**src/rtl/aes_pkg.sv**
```systemverilog
// Shared AES types and the ShiftRows byte permutation tables.
package aes_pkg;

   typedef logic [7:0] aes_byte_t;
   typedef logic [3:0] aes_idx_t;

   // Source index for output byte k = 4*c + r, forward: in[r][(c+r) mod 4]
   localparam aes_idx_t SR_FWD_MAP [16] = '{
      4'd0, 4'd5, 4'd10, 4'd15, 4'd4, 4'd9, 4'd14, 4'd3,
      4'd8, 4'd13, 4'd2, 4'd7, 4'd12, 4'd1, 4'd6, 4'd11
   };

   // Source index for output byte k = 4*c + r, inverse: in[r][(c-r) mod 4]
   localparam aes_idx_t SR_INV_MAP [16] = '{
      4'd0, 4'd13, 4'd10, 4'd7, 4'd4, 4'd1, 4'd14, 4'd11,
      4'd8, 4'd5, 4'd2, 4'd15, 4'd12, 4'd9, 4'd6, 4'd3
   };

   function automatic aes_idx_t sr_map(input aes_idx_t idx, input logic inverse);
      if (inverse) begin
         return SR_INV_MAP[idx];
      end
      return SR_FWD_MAP[idx];
   endfunction

endpackage

```
**src/rtl/inv_shiftrow_stream.sv**
```systemverilog
// Byte-serial (Inv)ShiftRows with a two-bank ping-pong buffer: one bank fills
// in natural byte order while the other drains through the permutation map.
module inv_shiftrow_stream
   import aes_pkg::*;
#(
   parameter bit INVERSE = 1'b1
) (
   input  logic       clk,
   input  logic       rst,
   input  logic       s_valid,
   output logic       s_ready,
   input  logic [7:0] s_data,
   output logic       m_valid,
   input  logic       m_ready,
   output logic [7:0] m_data,
   output logic       m_last
);

   aes_byte_t  bank_q [2][16];
   aes_byte_t  bank_d [2][16];
   logic       wsel_q, wsel_d;
   logic       rsel_q, rsel_d;
   aes_idx_t   wcnt_q, wcnt_d;
   aes_idx_t   rcnt_q, rcnt_d;
   logic [1:0] full_q, full_d;
   logic       wr_fire, rd_fire;
   aes_idx_t   rd_idx;

   // Handshakes and output mux; outputs depend only on registered state and rst.
   always_comb begin
      s_ready = !full_q[wsel_q] && !rst;
      m_valid = full_q[rsel_q] && !rst;
      rd_idx  = sr_map(rcnt_q, INVERSE);
      m_data  = m_valid ? bank_q[rsel_q][rd_idx] : 8'h00;
      m_last  = m_valid && (rcnt_q == 4'hF);
      wr_fire = s_valid && s_ready;
      rd_fire = m_valid && m_ready;
   end

   // Next-state: write pointer fills one bank, read pointer drains the other.
   always_comb begin
      bank_d = bank_q;
      wsel_d = wsel_q;
      rsel_d = rsel_q;
      wcnt_d = wcnt_q;
      rcnt_d = rcnt_q;
      full_d = full_q;
      if (wr_fire) begin
         bank_d[wsel_q][wcnt_q] = s_data;
         wcnt_d = wcnt_q + 4'd1;
         if (wcnt_q == 4'hF) begin
            full_d[wsel_q] = 1'b1;
            wsel_d         = !wsel_q;
         end
      end
      // Write bank is never full and read bank never filling, so these never collide.
      if (rd_fire) begin
         rcnt_d = rcnt_q + 4'd1;
         if (rcnt_q == 4'hF) begin
            full_d[rsel_q] = 1'b0;
            rsel_d         = !rsel_q;
         end
      end
   end

   // Control state register; reset drops every partial and full block.
   always_ff @(posedge clk) begin
      if (rst) begin
         wsel_q <= 1'b0;
         rsel_q <= 1'b0;
         wcnt_q <= 4'h0;
         rcnt_q <= 4'h0;
         full_q <= 2'b00;
      end else begin
         wsel_q <= wsel_d;
         rsel_q <= rsel_d;
         wcnt_q <= wcnt_d;
         rcnt_q <= rcnt_d;
         full_q <= full_d;
      end
   end

   // Byte storage, deliberately not reset.
   always_ff @(posedge clk) begin
      bank_q <= bank_d;
   end

endmodule

```
**config.mk**
```make
export PLATFORM = sky130hd
export DESIGN_NAME = inv_shiftrow_stream
export DESIGN_NICKNAME = d
export VERILOG_FILES = /design/src/rtl/aes_pkg.sv /design/src/rtl/inv_shiftrow_stream.sv
export SDC_FILE = /design/constraint.sdc
export NUM_CORES = 1
export LEC_CHECK = 0
export CORE_ASPECT_RATIO = 1.5
export CORE_MARGIN = 2
export CORE_UTILIZATION = 60
export CTS_CLUSTER_DIAMETER = 50
export DETAILED_ROUTE_END_ITERATION = 16
export PLACE_DENSITY = 0.77
export SETUP_SLACK_MARGIN = 0.1
export SYNTH_ARGS = -nofsm -noshare
export SYNTH_HDL_FRONTEND = slang
export SYNTH_SLANG_ARGS = --single-unit
```
**constraint.sdc**
```tcl
create_clock -name clk -period 5.05 [get_ports clk]
set_input_delay 0.505 -clock clk [delete_from_list [all_inputs] [get_ports clk]]
set_output_delay 0.505 -clock clk [all_outputs]
set_load 0.1 [all_outputs]
```
* Yosys cells after proc, flatten, opt, wreduce, memory -nomap -nowiden *
Memory sizes are Yosys's and may differ from the RTL's.
Index checks and enable logic that the tools add are counted.

word-level totals
  latch bits = 0
  input port bits = 12
  memory bits (read-only) = 64
  output and inout port bits = 11
  register bits = 268
  bits in writable memories = 0
  memories = 1
  word-level logic and storage cells = 102

memory list
  name              words  width  rd ports  clocked after memory_dff  wr ports  RTL line       RTL
  (name not given)  16     4      1         0                         0         aes_pkg.sv:21  return SR_INV_MAP[idx];

cells by class
  muxes and demuxes = 26
  div/mod/pow operators = 0
  shifts and indexed selects = 0
  bitwise gates (word level) = 8
  add/sub/neg operators = 2
  order comparisons = 11
  reductions and logical operators = 15
  eq/ne operators = 2
  multipliers = 0

operators with widths
  cell                   number
  $mux W128              4
  $bwmux W256            1
  $demux W128 S1         1
  $bmux W8 S4            1
  $demux W8 S4           1
  $mux W8                4
  $ge A5 B5 Y1 const B   3
  $not A4 Y5             3
  $logic_and A1 B1 Y1    9
  $add A4 B1 Y4 const B  2
  $eq A4 B4 Y1 const B   2
  $mux W2                4
  $mux W4                2
  $mux W1                6
  $lt A5 B1 Y1 const B   1
  $ge A2 B2 Y1 const B   2
  $logic_not A1 Y1       4
  $lt A1 B2 Y1 const B   2
  $not A1 Y2             2
  $reduce_and A2 Y1      2
  $and A2 B2 Y2          1
  $demux W1 S1           2
  $ge A1 B1 Y1 const B   2
  $lt A2 B1 Y1 const B   1
  2 further kinds        2

* Depth between registers and ports, before layout *
Gate-level depths: netlist (run 1).

  depth in word-level cells = 10
  mapped depth = 8
  mapped depth without buffers = 6

* Worst setup path after synthesis (run 1) *
Ideal clock, no wire load.

  path kind = in2out
  from = input rst
  to = output m_data[0]
  data required time = 4,545 ps
  data arrival time = 3,657 ps
  slack = 888 ps
  stages = 6
  cell sequence = clkbuf_1 nor2_2 nand2_1 or2_1 buf_1 o211ai_1

between the ends
  cells in the longest elaborated chain, start to end = 3

RTL lines
  item                 RTL line                   RTL
  start, declared      inv_shiftrow_stream.sv:9   input logic rst,
  $logic_not A1 Y1     inv_shiftrow_stream.sv:32  m_valid = full_q[rsel_q] && !rst;
  $logic_and A1 B1 Y1  inv_shiftrow_stream.sv:32
  via m_valid          inv_shiftrow_stream.sv:13  output logic m_valid,
  $mux W8              inv_shiftrow_stream.sv:34  m_data = m_valid ? bank_q[rsel_q][rd_idx] : 8'h00;
  end, declared        inv_shiftrow_stream.sv:15  output logic [7:0] m_data,

The timed path passes the listed nets, and every way through them passes these cells.

* Final worst setup path (run 1) *
  from = register rsel_q
  to = output m_valid

between the ends
  cells in the longest elaborated chain, start to end = 3

RTL lines
  item                                        RTL line                   RTL
  start, declared                             inv_shiftrow_stream.sv:22  logic rsel_q, rsel_d;
  start signal, assigned                      inv_shiftrow_stream.sv:76  rsel_q <= rsel_d;
  $mux W1 (implied by the code) (2 in a row)  inv_shiftrow_stream.sv:32
  $logic_and A1 B1 Y1                         inv_shiftrow_stream.sv:32
  end, declared                               inv_shiftrow_stream.sv:13

No other way between the ends. The select of a mux whose other input is x is not followed.

==> qor.csv, run 1 <==
stage;metric;value;unit
drt;firstDrtPassIters;4;
cts;clockBufferDepth;3;
drt;drt-initial-drc-count;420;
cts;cts.sinks;268;
setup_path;reg2regPathDepth;4;
place;portBuffers;22;
drt;wl_per_cell;26.7;um
sta;tightest_slew;1.27;ns
setup_path;cp.required;4.55;ns
cts;cts_max_level;1;
drt;drc;0;
layout;fin_nets;563;
layout;antenna_cells;0;
cts;clkSlewWorstSetupHoldPaths;0.07;ns
setup_path;cp_num_cells;3;
synthesis;synthesis.area;10600;um^2
layout;areaGrowthSynthToFinish;10.4;%
setup_path;crit_chain;mux2i_1, nor2_2, clkdlybuf4s50_1;
sta;maxSlewHeadroom;0.152;
global_routing;grtUsageTotal;0.226;
setup_path;critPathTopFamily;buffers and inverters;
layout;multi_input_area;2550;um^2
place;gp_congestion;0.903;
setup_path;cp_slowest_cell;clkdlybuf4s50_1;
power;power_density;358;nW/um^2
drt;postRouteAntennaNets;0;
layout;final_cell_mix;256 x edfxtp_1, 65 x mux4_2, 28 x nor2_1, 23 x mux2_2, 23 x clkbuf_16;
min_path;hold_path_depth;2;
synthesis;yosys-top-cells-area;edfxtp_1 72%, mux4_2 14%, mux2_2 2.4%, dfxtp_1 2.3%, mux2i_1 1.0%;
global_routing;grt_max_degree;43;
synthesis;synth_fp_nets;534;
min_path;hp-class;reg -> reg;
power;pwr-share-comb;0.017;
setup_path;cp_slowest_stage_delay;1.22;ns
drt;via_count;4979;
setup_path;cp-startpoint;rsel_q;
synthesis;syn_avg_cell_area;20.6;um^2
run;maxCapViolations;0;
power;switching_share;0.191;
global_routing;antenna_found_initial;0;
sta;finalMaxSlewViolations;0;
synthesis;yosys.area.top_type;edfxtp_1;
sta;skew;0.00826;ns
sta;setup_viol_count_final;0;
cts;numCtsBuffers;23;
place;place_hpwl;13200;um
sta;holdWs;0.577;ns
run_status;outcome;finished, final reports clean;
power;p_int;3400;uW
setup_path;endpoint_kind;output pin;
sta;fin_ws;1.25;ns
sta;finalSetupTns;0;ns
sta;finalCritPeriodShare;0.752;
setup_path;r2r_start;wsel_q;
setup_path;start_kind;register;
power;vdd_drop_max;0.334;mV
sta;fmax;263;MHz
power;p_clk_frac;0.403;
setup_path;cp_data_arrival_time;3.29;ns
place;dp_slack;1.61;ns
synthesis;yosys_warnings;0;
drt;routed_wl;20700;um
synthesis;synthCells;517;
sta;rsz0062_at_grt;no;
drt;routed_via_density;6.43;
cts;clk_latency;0.51;ns
cts;postCtsResizedCells;0;
cts;cts_root_buf;clkbuf_16;
floorplanning;start_util;0.613;
floorplanning;core-area;17300;um^2
global_routing;gr-total-overflow;0;
power;seqPwrFrac;0.580;
synthesis;ys_seq_area_frac;0.745;
cts;cts_tree;built;
floorplanning;rows;59;
floorplanning;io_pins;23;
cts;hold_buffers;0;
min_path;worstHoldStart;full_q[0];
sta;hold_viol_final;0;
global_routing;grt_pass1_wl;31400;um
layout;register_area;7930;um^2
synthesis;synth.distinct_cells;36;
floorplanning;fp.dieArea;18800;um^2
floorplanning;die_width;113;um
layout;final_common_cell;edfxtp_1;
layout;drive_above_1_share;0.257;
global_routing;first_global_vias;5188;
setup_path;crit_buf_inv;1;
layout;fin_area;11700;um^2
sta;layout_min_cycle_time;3.80;ns
setup_path;crit_type;reg -> out;
cts;cts_setup_buffers;0;
synthesis;synth_top_area_share;0.723;
power;p_sw;805;uW
synthesis;synth-seq-cells;268;
floorplanning;die_h;167;um
setup_path;crit_fanout;42;
layout;fillerInstances;1032;
power;leakage;0.00358;uW
place;place_area;11000;um^2
layout;fin_util;0.677;
==> cell type report <==
cell class              count  share of cell area
clock buffers              27              0.0503
clock inverters            13              0.0109
inverters                   3            0.000959
multi-input cells         219               0.217
flip-flops and latches    268               0.675
well taps                 213              0.0227
repair buffers             31              0.0228
==> path summary, 6_finish.rpt <==
| check | end | slack, ns |
|---|---|---|
| min | full_q[0] | 0.58 |
| max reg2reg | bank_q[2] | 2.63 |
| min reg2reg | full_q[0] | 0.58 |
| max | m_valid | 1.25 |
==> state kept, by name (all words and copies together), names as in the netlist <==
register and count:
rcnt_q 4, full_q 2, bank_q 256, wcnt_q 4, wsel_q 1, rsel_q 1
==> cells by family after synthesis <==
group,Yosys count,share of synthesized area
adders and majority gates,5,0.00588
muxes,99,0.172
DFF,268,0.745
xor gates and xnor gates,9,0.00812
AOI/OAI and AO/OA,17,0.0116
and+or+nand+nor,89,0.0415
buffers and inverters,30,0.0153
==> synthesized netlist by cell type, drive strengths merged <==
master and count:
edfxtp 256, mux4 65, nor2 29, mux2 23, nand2 17, buf 16
and2 15, dfxtp 12, clkbuf 11, mux2i 11, nor3 8, a22oi 7
o211ai 7, xor2 7, ha 5, nand3 5, inv 3, nand2b 3
nand4 3, and3 2, or3 2, xnor2 2, a21oi 1, a31oi 1
and3b 1, and4b 1, nand3b 1, nor4 1, o21a 1, or2 1
==> power by group through the flow <==
stage / clock (uW) / combinational [uW] / sequential, uW
after global routing: 1800 / 76.2 / 2440
after floorplan: 0 / 22.3 / 2490
after detailed placement: 0 / 71.3 / 2490
after global placement: 0 / 67.1 / 2490
final: 1690 / 71.1 / 2440
after CTS: 1720 / 71.4 / 2440
==> worst register-to-register path, stage by stage, from the launching register on <==
cell and delay (ns):
dfxtp_1 0.37, mux2_2 0.36, nor2_1 0.34, nand4_1 0.22, nor2_1 0.75
==> metrics by stage <==
step	std cells	power, uW
detailed placement	734	2560
global placement	734	2560
CTS	774	4230
global route	774	4320
floorplan	517	2510
finish	774	4210
==> routing by layer <==
layer	GRT usage	wire [um]	vias up
met5	0	0	-
met4	0.0806	678	0
met3	0.0247	999	37
met2	0.395	11200	178
met1	0.295	7770	2602
li1	-	-	2162
No activity file was read; power rests on OpenSTA's default activity.
==> run 2, diff against run 1 <==
==> constraint.sdc (replaced) <==
create_clock -name clk -period 3.6 [get_ports clk]
set_input_delay 0.36 -clock clk [delete_from_list [all_inputs] [get_ports clk]]
set_output_delay 0.36 -clock clk [all_outputs]
set_load 0.1 [all_outputs]
==> run 2 against run 1 <==
Net effect: hold slack worse by 0.049 ns; critical path depth is 5 higher; utilization is 1.6 points higher; first-iteration DRC count rose by 0.95%; clock skew up 0.0081 ns; register-to-register slack worse by 1.2 ns; combinational power grew 48%; non-clock buffer count rose by 21; via count is 3.1% higher; critical endpoint is now m_data[0]; highest routed layer unchanged.
==> qor.csv, run 2 (synthesized netlist as in run 1, its figures left out) <==
stage;metric;value;unit;change
drt;wl_per_cell;27.7;um;+3.6%
floorplanning;rows;59;;unchanged
layout;top_register;bank_q;;
cts;clkSlewWorstSetupHoldPaths;0.06;ns;about the same
place;portBuffers;22;;unchanged
min_path;hold_end;full_q[1];;
power;pwr-share-comb;0.018;;about the same
place;place_area;11300;um^2;+2.4%
power;power_density;488;nW/um^2;+36%
setup_path;endpoint_kind;output pin;;
place;gp_congestion;0.874;;-3.3%
floorplanning;core-area;17300;um^2;unchanged
power;p_int;4760;uW;+40%
min_path;worstHoldStart;full_q[1];;
floorplanning;fp.dieArea;18800;um^2;unchanged
setup_path;r2r_setup_slack;1.48;ns;-1.15 ns
setup_path;reg2regPathDepth;4;;unchanged
global_routing;grtUsageTotal;0.241;;+0.0154
sta;rsz0062_at_grt;no;;
floorplanning;start_util;0.613;;unchanged
power;p_clk_frac;0.399;;-0.004
drt;routed_wl;22000;um;+6.6%
floorplanning;io_pins;23;;unchanged
sta;fmax;302;MHz;
sta;hold_viol_final;0;;unchanged
cts;postCtsResizedCells;0;;unchanged
setup_path;r2r-end;bank_q[104];;
setup_path;cp_num_cells;8;;+5
setup_path;crit_type;reg -> out;;
setup_path;critPathTopFamily;flip-flops;;
layout;final_common_cell;edfxtp_1;;
drt;drt-initial-drc-count;424;;+0.95%
setup_path;cp.required;3.24;ns;-1.31 ns
power;vdd_drop_max;0.528;mV;+58%
place;place_hpwl;13700;um;+3.8%
layout;final_cell_mix;256 x edfxtp_1, 65 x mux4_2, 31 x buf_4, 28 x nor2_1;;
global_routing;grt_pass1_wl;33200;um;+5.8%
drt;postRouteAntennaNets;0;;unchanged
global_routing;first_global_vias;5425;;+4.6%
floorplanning;die_width;113;um;unchanged
global_routing;grt_max_degree;41;;-4.7%
sta;maxSlewHeadroom;0.147;;-0.00531
setup_path;cp_data_arrival_time;2.95;ns;-0.34 ns
cts;clockBufferDepth;3;;unchanged
power;p_sw;1110;uW;+38%
floorplanning;die_h;167;um;unchanged
min_path;hp-class;reg -> reg;;
cts;cts_root_buf;clkbuf_16;;
run_status;outcome;finished, final reports clean;;
cts;numCtsBuffers;23;;unchanged
drt;firstDrtPassIters;4;;unchanged
sta;setup_viol_count_final;0;;unchanged
sta;skew;0.0164;ns;+0.00810 ns
layout;areaGrowthSynthToFinish;13.0;%;
layout;top_regs;bank_q x256, rcnt_q x4, wcnt_q x4;;
sta;finalMaxSlewViolations;0;;unchanged
power;power.total;5870;uW;+40%
setup_path;crit_fanout;10;;-76%
run;maxCapViolations;0;;unchanged
min_path;hold_path_depth;1;;-1
sta;tightest_slew;1.28;ns;+0.00794 ns
setup_path;crit_buf_inv;2;;+1
drt;routed_via_density;6.45;;+0.28%
layout;largest_register_ffs;256;;unchanged
setup_path;cp_slowest_cell;dfxtp_1;;
global_routing;gr-total-overflow;0;;unchanged
sta;finalCritPeriodShare;0.920;;
layout;drive_above_1_share;0.281;;+0.0246
power;seqPwrFrac;0.583;;+0.003
sta;layout_min_cycle_time;3.31;ns;
global_routing;antenna_found_initial;0;;unchanged
setup_path;r2r_start;wsel_q;;
cts;clk_latency;0.51;ns;about the same
setup_path;crit_chain;ha_1, mux2i_1, xor2_2, buf_4, and3_1, a22oi_1, o211ai_1, buf_12;;
cts;cts_tree;built;;
cts;cts_max_level;1;;unchanged
layout;fin_area;12000;um^2;+2.4%
layout;antenna_cells;0;;unchanged
drt;via_count;5135;;+3.1%
setup_path;start_kind;register;;
drt;drc;0;;unchanged
sta;finalSetupTns;0;ns;unchanged
power;leakage;0.00371;uW;+3.7%
cts;cts.sinks;268;;unchanged
layout;fin_nets;584;;+3.7%
setup_path;cp_slowest_stage_delay;0.50;ns;-0.72 ns
power;switching_share;0.189;;-0.00261
-- run 2: cell types whose count changed in the layout (fill, tap and decap cells not counted), sizes merged --
cell           delta
buf              +24
clkdlybuf4s50     -3
clkinv            +3
inv               -2
-- run 2: worst max path at each step --
| stage | start | to | slack [ns] |
|---|---|---|---|
| floorplan | rsel_q | m_data[0] | 0.09 |
| global placement | rsel_q | m_data[2] | 0.76 |
| detailed placement | rsel_q | m_data[3] | 0.69 |
| CTS | rsel_q | m_data[3] | 0.17 |
| global route | rcnt_q[1] | m_data[0] | 0.18 |
| finish | rcnt_q[1] | m_data[0] | 0.29 |
-- run 2: layout make-up --
class	count	area [um^2]
sequential	268	7930
inverter	3	11.3
multi-input combinational	219	2560
clock inverter	14	114
clock buffer	27	591
timing repair buffer	52	551
fill	1024	5330
tap	213	267
-- run 2: worst register-to-register path: stages, from the launching register on --
cell	delay, ns
dfxtp_1	0.36
inv_1	0.09
or3_1	0.46
nor3_1	0.34
and2_1	0.49
-- run 2: power groups by stage --
stage          logic, uW  clock network (uW)  registers [uW]
6_report             105                2340            3430
5_1_grt              113                2470            3420
4_1_cts              105                2370            3430
3_5_place_dp         104                   0            3490
3_3_place_gp        98.9                   0            3490
2_1_floorplan       31.6                   0            3490
-- run 2: metal layers --
layer / track usage / up-vias / share of wire
li1: - / 2205 / -
met1: 0.297 / 2693 / 0.36
met2: 0.443 / 188 / 0.56
met3: 0.0298 / 49 / 0.055
met4: 0.0737 / 0 / 0.033
met5: 0 / - / 0
-- run 2: repair_timing --
action,4_1_cts,5_1_grt
hold buffers,0,0
endpoints found under the hold margin,0,0
setup buffers,0,1
endpoints found under the setup margin,0,2
-- run 2: stage by stage --
step | utilization | worst slack, ns | hold slack, ns | std cells
after global placement | 0.651 | 0.762 | 0.507 | 754
after global routing | 0.693 | 0.183 | 0.575 | 796
after floorplan | - | 0.0853 | 0.459 | 517
after CTS | 0.691 | 0.166 | 0.527 | 795
final | 0.693 | 0.290 | 0.528 | 796
after detailed placement | 0.651 | 0.693 | 0.512 | 754
==> run 3, diff against run 2 <==
--- a/config.mk
+++ b/config.mk
@@ -6,7 +6,6 @@
 export NUM_CORES = 1
 export LEC_CHECK = 0
 export CORE_ASPECT_RATIO = 1.5
-export CORE_MARGIN = 2
 export CORE_UTILIZATION = 60
 export CTS_CLUSTER_DIAMETER = 50
 export DETAILED_ROUTE_END_ITERATION = 16
==> run 3 against run 2 <==
Net effect: highest routed layer unchanged; worst setup slack better by 0.010 ns; count of clock-buffer cells in the layout down 2; via count fell by 1.8%; combinational power is essentially flat; maximum frequency is 0.32% higher; largest power group unchanged; cell count down 1.0%; hold slack worse by 0.0056 ns; first-iteration DRC count grew 3.5%; cell area barely moved.
==> qor.csv, run 3 (synthesized netlist as in run 1, its figures left out) <==
stage;metric;value;unit;change
sta;finalCritPeriodShare;0.917;;-0.00291
layout;fin_nets;578;;-1.0%
sta;fmax;303;MHz;+0.32%
place;portBuffers;22;;unchanged
setup_path;r2r_start;wsel_q;;
layout;fillerInstances;1021;;-0.29%
setup_path;crit_fanout;18;;+8
sta;finalSetupTns;0;ns;unchanged
power;leakage;0.00370;uW;-0.18%
sta;layout_min_cycle_time;3.30;ns;-0.0105 ns
cts;hold_buffers;0;;unchanged
layout;areaGrowthSynthToFinish;13.1;%;about the same
cts;clockBufferDepth;3;;unchanged
layout;final_common_cell;edfxtp_1;;
drt;firstDrtPassIters;4;;unchanged
cts;cts_tree;built;;
setup_path;crit_chain;buf_4, mux4_2, mux2_2, a22oi_1, o211ai_1, buf_12;;
setup_path;crit_type;reg -> out;;
power;seqPwrFrac;0.566;;-0.017
global_routing;gr-total-overflow;0;;unchanged
drt;routed_wl;21100;um;-4.1%
run;maxCapViolations;0;;unchanged
place;place_hpwl;13300;um;-2.8%
drt;drt-initial-drc-count;439;;+3.5%
floorplanning;rows;59;;unchanged
setup_path;r2r-end;bank_q[4];;
sta;maxSlewHeadroom;0.163;;+0.0169
sta;skew;0.0154;ns;-0.000904 ns
floorplanning;core-area;17300;um^2;unchanged
power;p_sw;1150;uW;+3.5%
setup_path;start_kind;register;;
global_routing;grt_pass1_wl;31700;um;-4.5%
floorplanning;die_width;111;um;-1.8%
power;p_clk_frac;0.416;;+0.017
layout;drive_above_1_share;0.280;;-0.00130
layout;fin_util;0.694;;about the same
cts;numCtsBuffers;23;;unchanged
floorplanning;die_h;165;um;-1.2%
cts;cts_root_buf;clkbuf_16;;
cts;postCtsResizedCells;0;;unchanged
sta;hold_viol_final;0;;unchanged
drt;drc;0;;unchanged
sta;rsz0062_at_grt;no;;
floorplanning;fp.dieArea;18300;um^2;-3.0%
setup_path;reg2regPathDepth;5;;+1
setup_path;cp_data_arrival_time;2.94;ns;about the same
floorplanning;io_pins;23;;unchanged
global_routing;grtUsageTotal;0.240;;-0.00116
setup_path;cp_slowest_cell;dfxtp_4;;
cts;cts.sinks;268;;unchanged
drt;postRouteAntennaNets;0;;unchanged
power;p_int;4900;uW;+2.9%
drt;via_count;5045;;-1.8%
floorplanning;start_util;0.613;;unchanged
sta;finalMaxSlewViolations;0;;unchanged
setup_path;cp.required;3.24;ns;about the same
global_routing;antenna_found_initial;0;;unchanged
cts;cts_setup_buffers;0;;unchanged
cts;clk_latency;0.52;ns;about the same
global_routing;first_global_vias;5268;;-2.9%
setup_path;cp_slowest_stage_delay;0.59;ns;+0.09 ns
layout;top_regs;bank_q x256, rcnt_q x4, wcnt_q x4;;
setup_path;cp-startpoint;rsel_q;;
power;switching_share;0.189;;+0.000847
layout;antenna_cells;0;;unchanged
power;power_density;503;nW/um^2;+2.9%
drt;wl_per_cell;26.8;um;-3.2%
global_routing;grt_max_degree;68;;+66%
cts;cts_max_level;1;;unchanged
drt;routed_via_density;6.40;;-0.76%
sta;setup_viol_count_final;0;;unchanged
min_path;hp-class;reg -> reg;;
sta;tightest_slew;1.25;ns;-0.0252 ns
cts;clkSlewWorstSetupHoldPaths;0.07;ns;about the same
power;vdd_drop_max;0.548;mV;+3.9%
place;gp_congestion;0.872;;-0.18%
setup_path;endpoint_kind;output pin;;
layout;top_register;bank_q;;
min_path;worstHoldStart;full_q[1];;
layout;final_cell_mix;256 x edfxtp_1, 65 x mux4_2, 28 x nor2_1, 24 x buf_4;;
run_status;outcome;finished, final reports clean;;
power;pwr-share-comb;0.017;;about the same
setup_path;r2r_setup_slack;1.42;ns;-0.06 ns
layout;largest_register_ffs;256;;unchanged
setup_path;cp-endpoint;m_data[0];;
[run 3: changes by cell type in the layout (fill, tap and decap cells not counted), sizes merged]
cell / change
buf: -6
clkinv: -3
bufinv: +2
clkbuf: -2
inv: +1
[run 3: final cells by class]
cell class                      instances  area, um^2  share of cell area
Sequential cell                       268        7930               0.659
Timing Repair Buffer                   46         510              0.0424
Inverter                                3        11.3            0.000936
Clock inverter                         14         171              0.0142
Clock buffer                           25         583              0.0485
Multi-Input combinational cell        219        2560               0.213
Tap cell                              213         267              0.0221
[run 3: metrics by stage]
stage,power (uW),std cells,hold WS (ns),cell area (um^2),setup slack [ns]
2_1_floorplan,3520,517,0.459,10600,0.0853
3_3_place_gp,3590,749,0.509,11300,0.854
3_5_place_dp,3600,749,0.503,11300,0.833
4_1_cts,6070,788,0.519,12000,0.284
5_1_grt,6190,788,0.556,12000,0.107
6_report,6050,788,0.523,12000,0.300
[run 3: worst min path at each step]
stage                endpoint  slack, ns  depth (start not counted)
floorplan           bank_q[0]       0.46                          0
global placement    full_q[1]       0.51                          1
global route        full_q[1]       0.56                          1
finish              full_q[1]       0.52                          1
CTS                 full_q[1]       0.52                          1
detailed placement  full_q[1]       0.50                          1
[run 3: routing by layer]
metal | up-vias | track usage | part of all wire
met1 | 2647 | 0.301 | 0.38
met4 | 0 | 0.0909 | 0.032
met5 | - | 0 | 0
li1 | 2187 | - | -
met2 | 165 | 0.437 | 0.55
met3 | 46 | 0.0226 | 0.042
[run 3: power groups by stage]
stage | Sequential (uW) | Combinational (uW) | Clock [uW]
5_1_grt | 3420 | 110 | 2650
3_5_place_dp | 3490 | 104 | 0
3_3_place_gp | 3490 | 98.0 | 0
2_1_floorplan | 3490 | 31.6 | 0
4_1_cts | 3430 | 104 | 2540
6_report | 3430 | 104 | 2520
[run 3: critical path, delay by kind of cell (launching register included)]
kind / cells / cell delay (ns)
AOI/OAI and AO/OA: 2 / 0.54
buffers and inverters: 2 / 0.47
DFF: 1 / 0.59
muxes: 2 / 0.81
